## config.mk

```make
export PLATFORM = sky130hd
export DESIGN_NAME = serial_tx
export DESIGN_NICKNAME = d
export VERILOG_FILES = /design/src/rtl/serial_tx.sv
export SDC_FILE = /design/constraint.sdc
export NUM_CORES = 1
export LEC_CHECK = 0
export CAP_MARGIN = 15
export CORE_UTILIZATION = 55
export DETAILED_ROUTE_END_ITERATION = 6
export PLACE_DENSITY = 0.74
export SLEW_MARGIN = 5
export SYNTH_ARGS = -nofsm -noshare
export SYNTH_HDL_FRONTEND = slang
export SYNTH_SLANG_ARGS = --single-unit
```

## constraint.sdc

```tcl
create_clock -name clk -period 4.3 [get_ports clk]
set_input_delay 0.645 -clock clk [delete_from_list [all_inputs] [get_ports clk]]
set_output_delay 0.645 -clock clk [all_outputs]
set_load 0.005 [all_outputs]
```

## src/rtl/serial_tx.sv

```systemverilog
// Parallel-in, serial-out transmitter: start bit, DATA_W data bits LSB-first, stop bit.
// Define SERIAL_TX_PARITY_EN to insert an even-parity bit between data and stop.
module serial_tx #(
    parameter int DATA_W       = 8,
    parameter int CLKS_PER_BIT = 4
) (
    input  logic              clk,
    input  logic              rst_n,
    input  logic              in_valid,
    input  logic [DATA_W-1:0] in_data,
    output logic              in_ready,
    output logic              tx_line,
    output logic              busy,
    output logic              done
);

    // state    | meaning
    // ---------+------------------------------------------------
    // S_IDLE   | line high, ready for a word
    // S_START  | start bit (low)
    // S_DATA   | data bits, shift_reg[0] on the line
    // S_PARITY | even parity of the captured word (optional)
    // S_STOP   | stop bit (high); done pulses on the next IDLE cycle

    localparam int                BIT_W     = $clog2(DATA_W + 1);
    localparam logic [7:0]        BAUD_LAST = 8'(CLKS_PER_BIT - 1);
    localparam logic [BIT_W-1:0]  BIT_LAST  = BIT_W'(DATA_W - 1);

    typedef enum logic [2:0] {
        S_IDLE   = 3'd0,
        S_START  = 3'd1,
        S_DATA   = 3'd2,
`ifdef SERIAL_TX_PARITY_EN
        S_PARITY = 3'd3,
`endif
        S_STOP   = 3'd4
    } state_t;

    state_t             state, state_nxt;
    logic [7:0]         baud_cnt, baud_nxt;
    logic [BIT_W-1:0]   bit_cnt, bit_nxt;
    logic [DATA_W-1:0]  shift_reg, shift_nxt;
    logic               tx_nxt, in_ready_nxt, busy_nxt, done_nxt;
    logic               baud_last;
`ifdef SERIAL_TX_PARITY_EN
    logic [DATA_W-1:0]  data_word, data_word_nxt;
`endif

    assign baud_last = (baud_cnt == BAUD_LAST);

    always_ff @(posedge clk or negedge rst_n) begin
        if (!rst_n) begin
            state     <= S_IDLE;
            baud_cnt  <= '0;
            bit_cnt   <= '0;
            shift_reg <= '0;
`ifdef SERIAL_TX_PARITY_EN
            data_word <= '0;
`endif
            tx_line   <= 1'b1;
            in_ready  <= 1'b1;
            busy      <= 1'b0;
            done      <= 1'b0;
        end else begin
            state     <= state_nxt;
            baud_cnt  <= baud_nxt;
            bit_cnt   <= bit_nxt;
            shift_reg <= shift_nxt;
`ifdef SERIAL_TX_PARITY_EN
            data_word <= data_word_nxt;
`endif
            tx_line   <= tx_nxt;
            in_ready  <= in_ready_nxt;
            busy      <= busy_nxt;
            done      <= done_nxt;
        end
    end

    always_comb begin
        state_nxt = state;
        baud_nxt  = baud_cnt;
        bit_nxt   = bit_cnt;
        shift_nxt = shift_reg;
`ifdef SERIAL_TX_PARITY_EN
        data_word_nxt = data_word;
`endif
        done_nxt  = 1'b0;

        case (state)
            S_IDLE: begin
                if (in_valid && in_ready) begin
                    state_nxt = S_START;
                    shift_nxt = in_data;
`ifdef SERIAL_TX_PARITY_EN
                    data_word_nxt = in_data;
`endif
                    baud_nxt  = '0;
                    bit_nxt   = '0;
                end
            end
            S_START: begin
                if (baud_last) begin
                    state_nxt = S_DATA;
                    baud_nxt  = '0;
                end else begin
                    baud_nxt  = baud_cnt + 8'd1;
                end
            end
            S_DATA: begin
                if (baud_last) begin
                    baud_nxt  = '0;
                    shift_nxt = shift_reg >> 1;
                    if (bit_cnt == BIT_LAST) begin
                        bit_nxt = '0;
`ifdef SERIAL_TX_PARITY_EN
                        state_nxt = S_PARITY;
`else
                        state_nxt = S_STOP;
`endif
                    end else begin
                        bit_nxt = bit_cnt + 1'b1;
                    end
                end else begin
                    baud_nxt = baud_cnt + 8'd1;
                end
            end
`ifdef SERIAL_TX_PARITY_EN
            S_PARITY: begin
                if (baud_last) begin
                    state_nxt = S_STOP;
                    baud_nxt  = '0;
                end else begin
                    baud_nxt  = baud_cnt + 8'd1;
                end
            end
`endif
            S_STOP: begin
                if (baud_last) begin
                    state_nxt = S_IDLE;
                    baud_nxt  = '0;
                    done_nxt  = 1'b1;
                end else begin
                    baud_nxt  = baud_cnt + 8'd1;
                end
            end
            default: begin
                state_nxt = S_IDLE;
                baud_nxt  = '0;
                bit_nxt   = '0;
            end
        endcase
    end

    // Outputs are decoded from the next state so they can be registered
    // without adding a cycle of latency.
    always_comb begin
        tx_nxt = 1'b1;
        case (state_nxt)
            S_START:  tx_nxt = 1'b0;
            S_DATA:   tx_nxt = shift_nxt[0];
`ifdef SERIAL_TX_PARITY_EN
            S_PARITY: tx_nxt = ^data_word_nxt;
`endif
            default:  tx_nxt = 1'b1;
        endcase
        in_ready_nxt = (state_nxt == S_IDLE);
        busy_nxt     = (state_nxt != S_IDLE);
    end

endmodule

```

==> results of run 1 <==
==> cells by family (layout without fill, tap and decap cells) <==
family / count (synthesis) / after routing / synth area share, %
xor gates and xnor gates: 6 / 6 / 3.78
buffers and inverters: 6 / 20 / 2.61
and+or+nand+nor: 49 / 49 / 21.5
AOI/OAI and AO/OA: 40 / 40 / 21.4
DFF: 27 / 27 / 48.8
adders and majority gates: 2 / 2 / 1.80
==> critical path, cell delays in order, from the launching register on <==
cell	delay, ns
dfrtp_1	0.45
ha_1	0.23
nor3b_2	0.47
and3_1	0.48
nor2_1	0.18
a21o_1	0.21
==> worst max path at each step <==
stage                     start      endpoint  slack (ns)  cells after the start
floorplan           baud_cnt[0]    bit_cnt[0]        2.70                      5
global placement       in_valid   baud_cnt[7]        2.14                      5
detailed placement     in_valid   baud_cnt[7]        2.12                      5
CTS                 baud_cnt[0]  shift_reg[4]        2.18                      5
global route        baud_cnt[0]  shift_reg[3]        2.00                      5
finish              baud_cnt[0]  shift_reg[4]        2.18                      5
==> synthesized netlist by cell type (2+ instances only) <==
cell type / n
a21o_1: 7
a21oi_1: 6
a22o_1: 9
a31oi_1: 2
and3_1: 5
buf_2: 2
buf_4: 3
dfrtp_1: 25
dfstp_2: 2
ha_1: 2
nand2_1: 12
nand3_1: 2
nand4_1: 5
nor2_1: 8
nor2b_1: 2
nor3b_1: 2
o21ai_0: 4
o21ai_1: 2
or3b_2: 2
xor2_1: 5
==> routing by layer <==
metal	vias up	share of wire, %	global-route usage (%)
met5	-	0	0
met1	501	51	28.5
met3	4	2.9	2.61
li1	517	-	-
met2	16	44	34.6
met4	0	1.2	7.89
==> report_power, final <==
group	internal (mW)	switching (mW)	total, mW
sequential	0.254	0	0.254
clock	0.0357	0.0805	0.116
combinational	0.00855	0.00625	0.0148
==> final cells by class <==
cell class                      instances  area [um2]  area share [%]
Sequential cell                        27         678            43.2
Multi-Input combinational cell         97         674            43.0
Timing Repair Buffer                   15         148            9.41
Tap cell                               28        35.0            2.23
Clock buffer                            3        22.5            1.44
Clock inverter                          1        7.51           0.478
Inverter                                1        3.75           0.239
==> metrics by stage <==
step                      hold slack, ns  util (%)  std cells  cell area [um2]
after floorplan                    0.349         -        130             1390
after global placement             0.458      67.0        168             1540
after detailed placement           0.466      67.0        168             1540
after CTS                          0.493      68.3        172             1570
after global routing               0.519      68.3        172             1570
final                              0.495      68.3        172             1570
==> run summary, run 1 <==
routed len/inst -> 14.6 um
clk_lat worst skew -> 0.34 ns
largest net degree at the start of global routing -> 28
R2R setup slack -> 2.18 ns
synthesis-to-finish area growth -> 13.0%
root buffer cell -> clkbuf_4
final setup fails -> 0
Worst slew margin -> 65.6%
die area -> 2730 um2
layout cell share with drive strength beyond 1 -> 13.2%
Yosys warnings -> 0
Routed WL -> 2510 um
Detailed Routing Iterations Pass 1 -> 4
outcome -> finished, final reports clean
IO Port Bufs -> 14
mean post-synth cell area -> 10.7 um2
most frequent cells in the layout -> 25 x dfrtp_1, 14 x clkdlybuf4s50_1, 12 x nand2_1
post-DR vias/cell -> 6.03
min-delay src -> bit_cnt[3]
ranking of synthesized cells by area -> dfrtp_1 45%, a22o_1 5.7%, a21o_1 3.8%, dfstp_2 3.8%, nand2_1 3.2%
initial antenna violation count -> 0
fillers -> 188
number of gates resized after cts -> 0
WP data arrival -> 2.37 ns
CTS buffer count -> 3
critical path class -> register to register
PD cells -> 245 nW/um2
Lkg Pwr -> 0.722 nW
sequential-to-total area share from yosys stat -> 48.8%
worst r2r src -> baud_cnt[0]
Die Y -> 52.3 um
r2r endpoint -> shift_reg[4]
DRC -> 0
CTS tree -> done
hold path depth -> 1
worst slack, placed -> 2.12 ns
worst hold-check path type -> register to register
Layout Nets -> 158
FP Rows -> 17
Setup Buffers After CTS -> 0
Worst Hold End -> bit_cnt[3]
post-synthesis async set-or-reset flop share -> 100%
total global-route track usage -> 21.1%
largest area contributor in the netlist -> dfrtp_1
max-cap viol count -> 0
I/O pin count -> 15
Final Hold Viols -> 0
synthesized area -> 1390 um2
Synth Instances -> 130
startpoint types -> register
FF-to-FF path depth -> 5
Max Clock Freq -> 472 MHz
crit-path max FO -> 11
EDFF count, synth -> 0
Max clock buf depth -> 2
clock sink count -> 27
first-pass GRT wire length -> 4220 um
hold-fix buffers at CTS -> 0
most common cell after layout, fill and taps aside -> dfrtp_1
top_reg_cell synth -> dfrtp_1
core footprint -> 2300 um2
n_diodes -> 0
Netlist cell types -> 43
peak supply drop -> 0.203 mV
Tmin final -> 2.12 ns
vias in the first global route -> 967
Placer Congestion -> 0.818
Req. time, crit path -> 4.56 ns
hpwl dp -> 1740 um
worst setup margin -> 2.18 ns
Die W -> 52.3 um
post-route ant nets -> 0
Synth top area share -> 45.0%
Worst-Margin Slew -> 0.513 ns
Clock Pin Slew Worst Setup and Hold Paths -> 0.16 ns
Final Max Tran Viols -> 0
Tot Pwr -> 0.385 mW
initial core utilization -> 60.5%
via count -> 1,038
number of synthesized register bits -> 27
H-tree levels -> 1
CP Capture Type -> register
RSZ-0062 raised after global routing -> no
Iter 0 DRT Violations -> 26
grt ovf -> 0
Final period util -> 49.2%
clk_skew -> 0.0116 ns
Post-Syn Nets -> 143
Setup TNS Final -> 0 ns
No activity file was read; power rests on OpenSTA's default activity.
==> inputs of run 2 (changes only) <==
Settings changed: CORE_UTILIZATION 55 to 49, PLACE_DENSITY 0.74 to 0.69.
Clock period 4.3 ns to 1.78 ns, I/O delays scaled along.
==> run summary, run 2 (synthesis results as in run 1) <==
Req. time, crit path -> 1.51 ns (-3.05 ns)
CTS buffer count -> 3 (unchanged)
die area -> 3050 um2 (+12%)
Clock Pin Slew Worst Setup and Hold Paths -> 0.14 ns (-0.02 ns)
Routed WL -> 2620 um (+4.2%)
clk_lat worst skew -> 0.32 ns (-0.02 ns)
DRC -> 0 (unchanged)
max-cap viol count -> 0 (unchanged)
Layout Nets -> 166 (+5.1%)
IO Port Bufs -> 14 (unchanged)
via count -> 1,085 (+4.5%)
total global-route track usage -> 19.5% (-1.6 points)
largest net degree at the start of global routing -> 28 (unchanged)
most frequent cells in the layout -> 24 x dfrtp_1, 14 x clkdlybuf4s50_1, 12 x nand2_1
RSZ-0062 raised after global routing -> no
clk_skew -> 0.00474 ns (-0.00682 ns)
Placed Cells -> 178 (+6.0%)
clock sink count -> 27 (unchanged)
Max clock buf depth -> 2 (unchanged)
WP buf/inv -> 1 (+1)
Setup Buffers After CTS -> 0 (unchanged)
routed len/inst -> 14.4 um (-1.5%)
startpoint types -> register
WP data arrival -> 1.41 ns (-0.96 ns)
crit path cell chain -> clkdlybuf4s50_1
PD cells -> 553 nW/um2 (+130%)
initial core utilization -> 54.1% (-6.4 points)
Final period util -> 94.1%
Max Clock Freq -> 597 MHz
area occupied by multi-input gates -> 698 um2 (+3.5%)
Placer Congestion -> 0.784 (-4.2%)
highest cell delay on the worst timing path -> 0.58 ns (+0.10 ns)
Die W -> 55.2 um (+5.7%)
CP Capture Type -> output pin
fillers -> 229 (+22%)
synthesis-to-finish area growth -> 19.0%
Crit-path slowest cell -> dfstp_2
post-route ant nets -> 0 (unchanged)
post-DR vias/cell -> 5.96 (-1.2%)
Die Y -> 55.2 um (+5.7%)
crit-path max FO -> 5 (-6)
worst hold-check path type -> primary input to async pin
FP Rows -> 18 (+1)
Final Max Tran Viols -> 0 (unchanged)
peak supply drop -> 0.450 mV (+120%)
initial antenna violation count -> 0 (unchanged)
Worst-Margin Slew -> 0.373 ns (-0.141 ns)
Setup TNS Final -> 0 ns (unchanged)
layout cell share with drive strength beyond 1 -> 19.1% (+5.9 points)
Final Hold Viols -> 0 (unchanged)
n_diodes -> 0 (unchanged)
Worst slew margin -> 75.1% (+9.4 points)
Iter 0 DRT Violations -> 24 (-7.7%)
I/O pin count -> 15 (unchanged)
first-pass GRT wire length -> 4810 um (+14%)
critical path class -> register to output pin
outcome -> finished, final reports clean
final setup fails -> 0 (unchanged)
Tmin final -> 1.67 ns
H-tree levels -> 1 (unchanged)
root buffer cell -> clkbuf_4
vias in the first global route -> 1,080 (+12%)
hpwl dp -> 1910 um (+9.7%)
delay-heaviest family, CP -> flip-flops
Detailed Routing Iterations Pass 1 -> 4 (unchanged)
core footprint -> 2570 um2 (+12%)
final cell count without fillers -> 182 (+5.8%)
grt ovf -> 0 (unchanged)
CTS tree -> done
most common cell after layout, fill and taps aside -> dfrtp_1
Lkg Pwr -> 0.767 nW (+6.2%)
register area -> 679 um2 (+0.18%)
run 2: area by class of cell:
class / instances / area share, %
clock buffer: 4 / 1.59
multi-input combinational: 97 / 42.2
inverter: 1 / 0.227
tap: 30 / 2.27
sequential: 27 / 41.1
timing repair buffer: 23 / 12.6
run 2: path summary, 6_finish.rpt:
kind,startpoint,endpoint,slack [ns],depth (start not counted)
worst max-delay path,in_ready,in_ready,0.11,1
min in group clk,shift_reg[1],shift_reg[1],0.50,1
worst min-delay path,rst_n,done,0.29,2
worst min register to register,shift_reg[1],shift_reg[1],0.50,1
max in group asynchronous,rst_n,in_ready,1.20,2
worst max register to register,baud_cnt[0],tx_line,0.12,6
run 2: layer usage:
layer / vias to the layer above / part of all wire, % / track usage (%)
li1: 532 / - / -
met5: - / 0 / 0
met1: 531 / 50 / 28.0
met3: 4 / 3.7 / 2.58
met4: 0 / 1.1 / 6.43
met2: 18 / 45 / 30.6
run 2: worst reg2reg max path, stage by stage, from the launching register on:
cell and delay (ns):
dfrtp_1 0.41, ha_1 0.25, nor3b_4 0.19, buf_4 0.16
and4_1 0.19, a311oi_2 0.29, a21oi_1 0.11
run 2: report_power, final:
group / leakage, nW / switching [mW] / internal (mW)
sequential: 0.338 / 0 / 0.614
combinational: 0.414 / 0.0150 / 0.0207
clock: 0.0150 / 0.177 / 0.0878
run 2: what timing repair did:
item                       CTS  global route
setup endpoints to repair    0            11
gates resized for setup      0             5
hold endpoints to repair     0             0
hold buffers                 0             0
run 2: metrics by stage:
step / instance area (um2) / setup slack [ns] / util, % / hold slack [ns] / power [mW]
floorplan: 1390 / 0.176 / - / -0.0286 / 0.625
global placement: 1600 / -0.00454 / 62.4 / 0.462 / 0.662
detailed placement: 1600 / -0.0183 / 62.4 / 0.471 / 0.662
CTS: 1630 / 0.0556 / 63.4 / 0.301 / 0.934
global route: 1650 / 0.0135 / 64.4 / 0.319 / 0.957
finish: 1650 / 0.105 / 64.4 / 0.292 / 0.914
